### src/rtl/imem_loader.sv
// ============================================================================
// imem_loader : boot-time byte-stream loader that fills instruction memory
//               and holds the rv32 core in reset until the image verifies.
// Revision    : 1.0
// ============================================================================
`default_nettype none

module imem_loader #(
  parameter int ADDR_W = 10
) (
  input  logic              clk,
  input  logic              rst,
  input  logic              rx_valid,
  input  logic [7:0]        rx_data,
  output logic              rx_ready,
  input  logic              reload,
  output logic              imem_we,
  output logic [ADDR_W-1:0] imem_addr,
  output logic [31:0]       imem_wdata,
  output logic              core_rst,
  output logic              done,
  output logic              err
);

  typedef enum logic [2:0] {
    S_LEN0 = 3'd0,
    S_LEN1 = 3'd1,
    S_DATA = 3'd2,
    S_CSUM = 3'd3,
    S_DONE = 3'd4,
    S_ERR  = 3'd5
  } state_t;

  // LEN is compared in 17 bits so a full 2**ADDR_W image is still legal
  localparam logic [16:0] MAX_LEN = 17'(1) << ADDR_W;

  state_t            r_state;
  logic [15:0]       r_len;
  logic [ADDR_W:0]   r_widx;
  logic [1:0]        r_bidx;
  logic [7:0]        r_xor;
  logic [23:0]       r_buf;

  logic              w_xfer;
  logic [16:0]       w_len_full;
  logic [ADDR_W:0]   w_widx_next;
  logic              w_last;

  assign w_xfer      = rx_valid && rx_ready;
  assign w_len_full  = {1'b0, rx_data, r_len[7:0]};
  assign w_widx_next = r_widx + 1'b1;
  assign w_last      = (17'(w_widx_next) == {1'b0, r_len});

  always_ff @(posedge clk or posedge rst) begin
    if (rst) begin
      r_state    <= S_LEN0;
      r_len      <= '0;
      r_widx     <= '0;
      r_bidx     <= '0;
      r_xor      <= '0;
      r_buf      <= '0;
      rx_ready   <= 1'b1;
      imem_we    <= 1'b0;
      imem_addr  <= '0;
      imem_wdata <= '0;
      core_rst   <= 1'b1;
      done       <= 1'b0;
      err        <= 1'b0;
    end else begin
      imem_we <= 1'b0;
      case (r_state)
        S_LEN0: begin
          if (w_xfer) begin
            r_len[7:0] <= rx_data;
            r_xor      <= r_xor ^ rx_data;
            r_state    <= S_LEN1;
          end
        end
        S_LEN1: begin
          if (w_xfer) begin
            r_len[15:8] <= rx_data;
            r_xor       <= r_xor ^ rx_data;
            if (w_len_full > MAX_LEN) begin
              r_state  <= S_ERR;
              err      <= 1'b1;
              rx_ready <= 1'b0;
            end else if (w_len_full == '0) begin
              r_state <= S_CSUM;
            end else begin
              r_state <= S_DATA;
            end
          end
        end
        S_DATA: begin
          if (w_xfer) begin
            r_xor  <= r_xor ^ rx_data;
            r_bidx <= r_bidx + 2'd1;
            case (r_bidx)
              2'd0: r_buf[7:0]   <= rx_data;
              2'd1: r_buf[15:8]  <= rx_data;
              2'd2: r_buf[23:16] <= rx_data;
              default: begin
                imem_we    <= 1'b1;
                imem_addr  <= r_widx[ADDR_W-1:0];
                imem_wdata <= {rx_data, r_buf};
                r_widx     <= w_widx_next;
                if (w_last) begin
                  r_state <= S_CSUM;
                end
              end
            endcase
          end
        end
        S_CSUM: begin
          if (w_xfer) begin
            rx_ready <= 1'b0;
            if (rx_data == r_xor) begin
              r_state  <= S_DONE;
              done     <= 1'b1;
              core_rst <= 1'b0;
            end else begin
              r_state <= S_ERR;
              err     <= 1'b1;
            end
          end
        end
        S_DONE, S_ERR: begin
          if (reload) begin
            r_state  <= S_LEN0;
            done     <= 1'b0;
            err      <= 1'b0;
            core_rst <= 1'b1;
            rx_ready <= 1'b1;
            r_widx   <= '0;
            r_bidx   <= '0;
            r_xor    <= '0;
          end
        end
        default: r_state <= S_LEN0;
      endcase
    end
  end

endmodule

`default_nettype wire

### config.mk
export PLATFORM = sky130hd
export DESIGN_NAME = imem_loader
export DESIGN_NICKNAME = d
export VERILOG_FILES = /design/src/rtl/imem_loader.sv
export SDC_FILE = /design/constraint.sdc
export NUM_CORES = 1
export LEC_CHECK = 0
export BUFFER_PORTS_ARGS = -buffer_cell sky130_fd_sc_hd__clkbuf_2
export CAP_MARGIN = 20
export CORE_MARGIN = 4
export CORE_UTILIZATION = 45
export CTS_CLUSTER_DIAMETER = 100
export DETAILED_ROUTE_END_ITERATION = 6
export PLACE_DENSITY = 0.71
export SYNTH_ARGS = -nofsm -noshare
export SYNTH_HDL_FRONTEND = slang
export SYNTH_SLANG_ARGS = --single-unit
### constraint.sdc
create_clock -name clk -period 3.9 [get_ports clk]
set_clock_uncertainty 0.15 [all_clocks]
set_input_delay 0.39 -clock clk [delete_from_list [all_inputs] [get_ports clk]]
set_output_delay 0.39 -clock clk [all_outputs]
set_load 0.03 [all_outputs]
# Word level (Yosys, flattened, before mapping)
# Cells that the tools add are included.
word_totals:
  regBits: 111
  latch_bits: 0
  ram_bits: 0
  rom_bits: 0
  input_bits: 12
  out_inout_bits: 47
  wordCells: 106
  memories: 0
classes:
  addsub: 2
  multipliers: 0
  div: 0
  magnitude_cmp: 1
  eq_ne: 20
  shifts: 0
  mux: 41
  bitwise: 2
  n_reduce_logical: 24
ops:
  columns: ["op", "count"]
  rows:
  - ["two-way mux 11 bit", 3]
  - ["two-way mux 3 bit", 8]
  - ["one-hot mux 11 bit (2 select lines)", 1]
  - ["!= test 2 bit, second input constant", 10]
  - ["two-way mux 1 bit", 18]
  - ["AND reduction 3 bit", 6]
  - ["zero test 17 bit", 1]
  - ["equality test 11 x 16 -> 1 bit", 1]
  - ["> comparator 16 x 11 -> 1 bit, second input constant", 1]
  - ["two-way mux 8 bit", 2]
  - ["one-hot mux 8 bit (2 select lines)", 1]
  - ["one-hot mux 3 bit (5 select lines)", 1]
  - ["adder 11 x 1 -> 11 bit, second input constant", 1]
  - ["equality test 8 bit", 1]
  - ["AND reduction 4 bit", 2]
  - ["XOR 8 bit", 1]
  - ["AND reduction 7 bit", 1]
  - ["equality test 3 x 2 -> 1 bit, second input constant", 2]
  - ["equality test 3 bit, second input constant", 2]
  - ["one-hot mux 1 bit (3 select lines)", 2]
  - ["AND reduction 6 bit", 1]
  - ["nonzero test 2 bit", 3]
  - ["OR reduction 3 bit", 2]
  - ["AND reduction 5 bit", 1]
  - ["other kinds (15)", 18]

# Longest topological paths before layout
depth:
  depth_word: 6
  ltp_mapped: 8
  depth_no_buf: 7

# Worst setup path before layout
# Ideal clock, no wire load.
synth_timing:
  kind: "reg2reg"
  start: "register r_widx[0]"
  end: "register r_state[0]"
  setup_time_ns: 0.076
  arrival_ns: 1.814
  required_time_ns: 3.674
  slack_ns: 1.860
  path_stages_with_launch: 8
  synth_period_minus_slack_ns: 2.040
  path_cell_list: "dfrtp_1 > ha_1 > xor2_1 > a2111oi_2 > o2111ai_1 > a311oi_2 > a41oi_1 > o21ai_1"
synth_via:
  elab_chain_len: 4
synth_rtl:
  columns: ["item", "line", "text"]
  rows:
  - ["from (decl)", "39", "logic [ADDR_W:0] r_widx;"]
  - ["from (signal assigned)", "106", "r_widx <= w_widx_next;"]
  - ["adder 11 x 1 -> 11 bit", "51", "assign w_widx_next = r_widx + 1'b1;"]
  - ["equality test 11 x 16 -> 1 bit", "52", "assign w_last = (17'(w_widx_next) == {1'b0, r_len});"]
  - ["!= test 2 bit (no line)", null, null]
  - ["AND reduction 7 bit (no line)", null, null]
  - ["to (signal assigned)", "56", "r_state <= S_LEN0;"]
  - ["to (signal assigned)", "76", "r_state <= S_LEN1;"]
  - ["to (signal assigned)", "84", "r_state <= S_ERR;"]
  - ["to (decl)", "37", "state_t r_state;"]
# No other way between the ends.
# A chain may end at the register's enable or synchronous reset.

# Worst setup path in the final report
layout_timing:
  start: "register r_state[1]"
  end: "register r_widx[9]"
layout_via:
  elab_chain_len: 4
  word_cells_on_any_way: 10
  classes_between: "6 x eq/ne; 1 x mux; 3 x reduce/logical"
layout_rtl:
  columns: ["item", "line", "text"]
  rows:
  - ["equality test 3 bit", "71", "case (r_state)"]
  - ["OR reduction 2 bit", "71", null]
  - ["!= test 2 bit (no line) or nonzero test 2 bit (tied branches)", null, null]
  - ["AND reduction 4 bit (no line)", null, null]
# Several ways; a longest one is shown, not always the timed one.

==> flow_summary.ini <==
[outcome]
status = finished, final reports clean

[floorplanning]
design.die.area_um2 = 13300
fp.dieW_um = 115
rows = 38
io_pins = 59
start_util = 0.468
fp.dieH_um = 115
core_area_um2 = 11100

[synthesis]
yosysUniqueCellTypes = 56
avgSynthCellArea_um2 = 10.1
ys_ff_latch = 111
yosysWarnings = 0
syn_area_um2 = 5190
synth_edf_count = 0
ys_seq_area_frac = 0.536
synthCells = 516
synth_nets = 533
async_reset_ff_frac = 1.00
synth_flop_cell = dfrtp_1

[flow_run]
cap_violations = 0

[sta]
finalMaxSlewViolations = 0
rsz0062_at_grt = no
fin_crit_sh = 0.718
hold_violations = 0
setup_slack_ps = 1100
whs_ps = 130
setup-tns-final_ps = 0
clock.fmax_mhz = 357
max_slew_margin = 0.453
setup_viol = 0
final.min_clock_period_ps = 2800
tightest_slew_ps = 820

[drt]
wl_um = 11600
via_per_inst = 5.33
wl_per_cell_um = 16.4
ant_nets = 0
drt_pass1_iterations = 4
post-route-drc-count = 0
drt_iter0_markers = 216
dr_total_vias = 3758

[setup_path]
criticalPathCategory = register to register
arrival_ps = 2920
end_kind = register
crit_path_max_fanout = 47
crit_required_ps = 4020
cp-start-kind = register

[power_and_ir_drop]
power_leakage_nw = 3.01
powerDensity_nw_per_um2 = 370
design_power_total_mw = 2.17
comb_power_share = 0.028
vdd_ir_drop_max_mv = 0.196
clkPwrFrac = 0.442
power_frac_seq = 0.530
p_int_mw = 1.69
swShare = 0.220
switchingPower_mw = 0.478

[placement]
dp_hpwl_um = 7810
place_congestion = 0.841
pre_cts_ws_ps = 1140
io_buffer_count = 58

[cts]
htree_num_levels = 3
cts_tree = done
worstSkewPairLatency_ps = 350
numCtsBuffers = 9
cts.sinks = 111
clk_pin_slew_ps = 70
max-clock-path-buffers = 2
root_buffer = clkbuf_16
post_cts_buffers = 0

[finish]
final_cell_mix = nand2_1 (157), dfrtp_1 (109), clkbuf_2 (58)
drive_above_1_share = 0.202
final_nets = 577
n_antenna_cell = 0
nFillCells = 1013
regArea_um2 = 2780
multi_input_area_um2 = 2190
final_common_cell = nand2_1
area_growth_pct = 13.1

[min_path]
hp-class = input pin to register

[grt]
grt_pass1_wl_um = 19600
grt_max_degree = 81
grt_overflow = 0
grt_pass1_vias = 3865
antenna_found_initial = 0
grt_use_total = 0.187
[layout make-up]
type / count / area share
multi-input cells: 361 / 0.373
repair buffers: 64 / 0.0610
clock buffers: 10 / 0.0407
flip-flops and latches: 111 / 0.474
inverters: 13 / 0.00917
clock inverters: 6 / 0.0126
well taps: 140 / 0.0299
[kinds of logic after synthesis]
logic type,count (synthesis),synth area share
compound gates,72,0.0943
xor+xnor,21,0.0355
fa+ha+maj,5,0.0121
buf+inv,44,0.0437
flops,111,0.536
mux,40,0.0863
simple gates,223,0.192
[registers in the layout (all words and copies together) (netlist names)]
name and cells:
imem_wdata 32, r_buf 24, r_len 16, r_widx 11
imem_addr 10, r_xor 8, r_state 3, r_bidx 2
core_rst 1, done 1, err 1, imem_we 1
rx_ready 1
[routing by layer]
layer | up-vias | GRT usage | share of wire
met5 | - | 0 | 0
met4 | 0 | 0.0532 | 0.010
met3 | 9 | 0.0358 | 0.048
met2 | 82 | 0.306 | 0.48
met1 | 1843 | 0.256 | 0.46
li1 | 1824 | - | -
[synth_stat cells, drive strengths merged, types with 2 or more instances]
cell type | count | area [um^2]
nand2 | 157 | 589
dfrtp | 109 | 2730
mux2 | 38 | 428
o21ai | 35 | 175
buf | 17 | 119
xnor2 | 16 | 140
clkbuf | 14 | 56.3
nand3 | 14 | 75.1
inv | 13 | 51.3
nor2b | 12 | 75.1
nor2 | 11 | 53.8
a22o | 8 | 70.1
nor3 | 8 | 60.1
nand4 | 6 | 37.5
a21oi | 5 | 25.0
ha | 5 | 62.6
xor2 | 5 | 43.8
a31oi | 4 | 25.0
and3 | 3 | 20.0
nor4 | 3 | 18.8
o2111ai | 3 | 26.3
o21a | 3 | 22.5
o31ai | 3 | 36.3
and2 | 2 | 15.0
dfstp | 2 | 52.6
mux2i | 2 | 20.0
nor3b | 2 | 15.0
or3 | 2 | 12.5
[power by group through the flow]
stage	combinational (mW)	sequential, mW	clock (mW)
floorplan	0.0339	1.17	0
global placement	0.0567	1.17	0
detailed placement	0.0574	1.17	0
CTS	0.0575	1.15	0.984
global route	0.0677	1.15	1.03
finish	0.0601	1.15	0.959
[repair_timing]
item                      CTS  global route
gates resized for setup     0             0
hold buffers                0             1
hold endpoints to repair    0            14
[worst paths after layout]
check | start | cells after the start | slack, ps | end
max | r_state[1]$_DFFE_PP0P_ | 5 | 1100 | r_widx[9]$_DFFE_PP0P_
min | reload | 2 | 130 | r_state[2]$_DFFE_PP0P_
max reg2reg | r_state[1]$_DFFE_PP0P_ | 5 | 1100 | r_widx[9]$_DFFE_PP0P_
min reg2reg | r_buf[2]$_DFFE_PP0P_ | 2 | 320 | imem_wdata[2]$_DFFE_PP0P_
max in group asynchronous | rst | 5 | 2320 | rx_ready$_DFFE_PP1P_
min in group asynchronous | rst | 3 | 350 | r_buf[17]$_DFFE_PP0P_
[worst max-delay path, cell delays in order (launching register included)]
cell     delay, ps
dfrtp_1        580
nor2b_1        360
nand3_2        500
inv_2          820
nand3_1        140
o21ai_1        150
[stage by stage]
step           utilization  cell area, um^2  std cells
2_1_floorplan            -             5190        516
3_3_place_gp         0.498             5520        687
3_5_place_dp         0.498             5520        687
4_1_cts              0.526             5830        703
5_1_grt              0.529             5870        705
6_report             0.529             5870        705
Note: power is estimated with default switching activity, not from simulation.
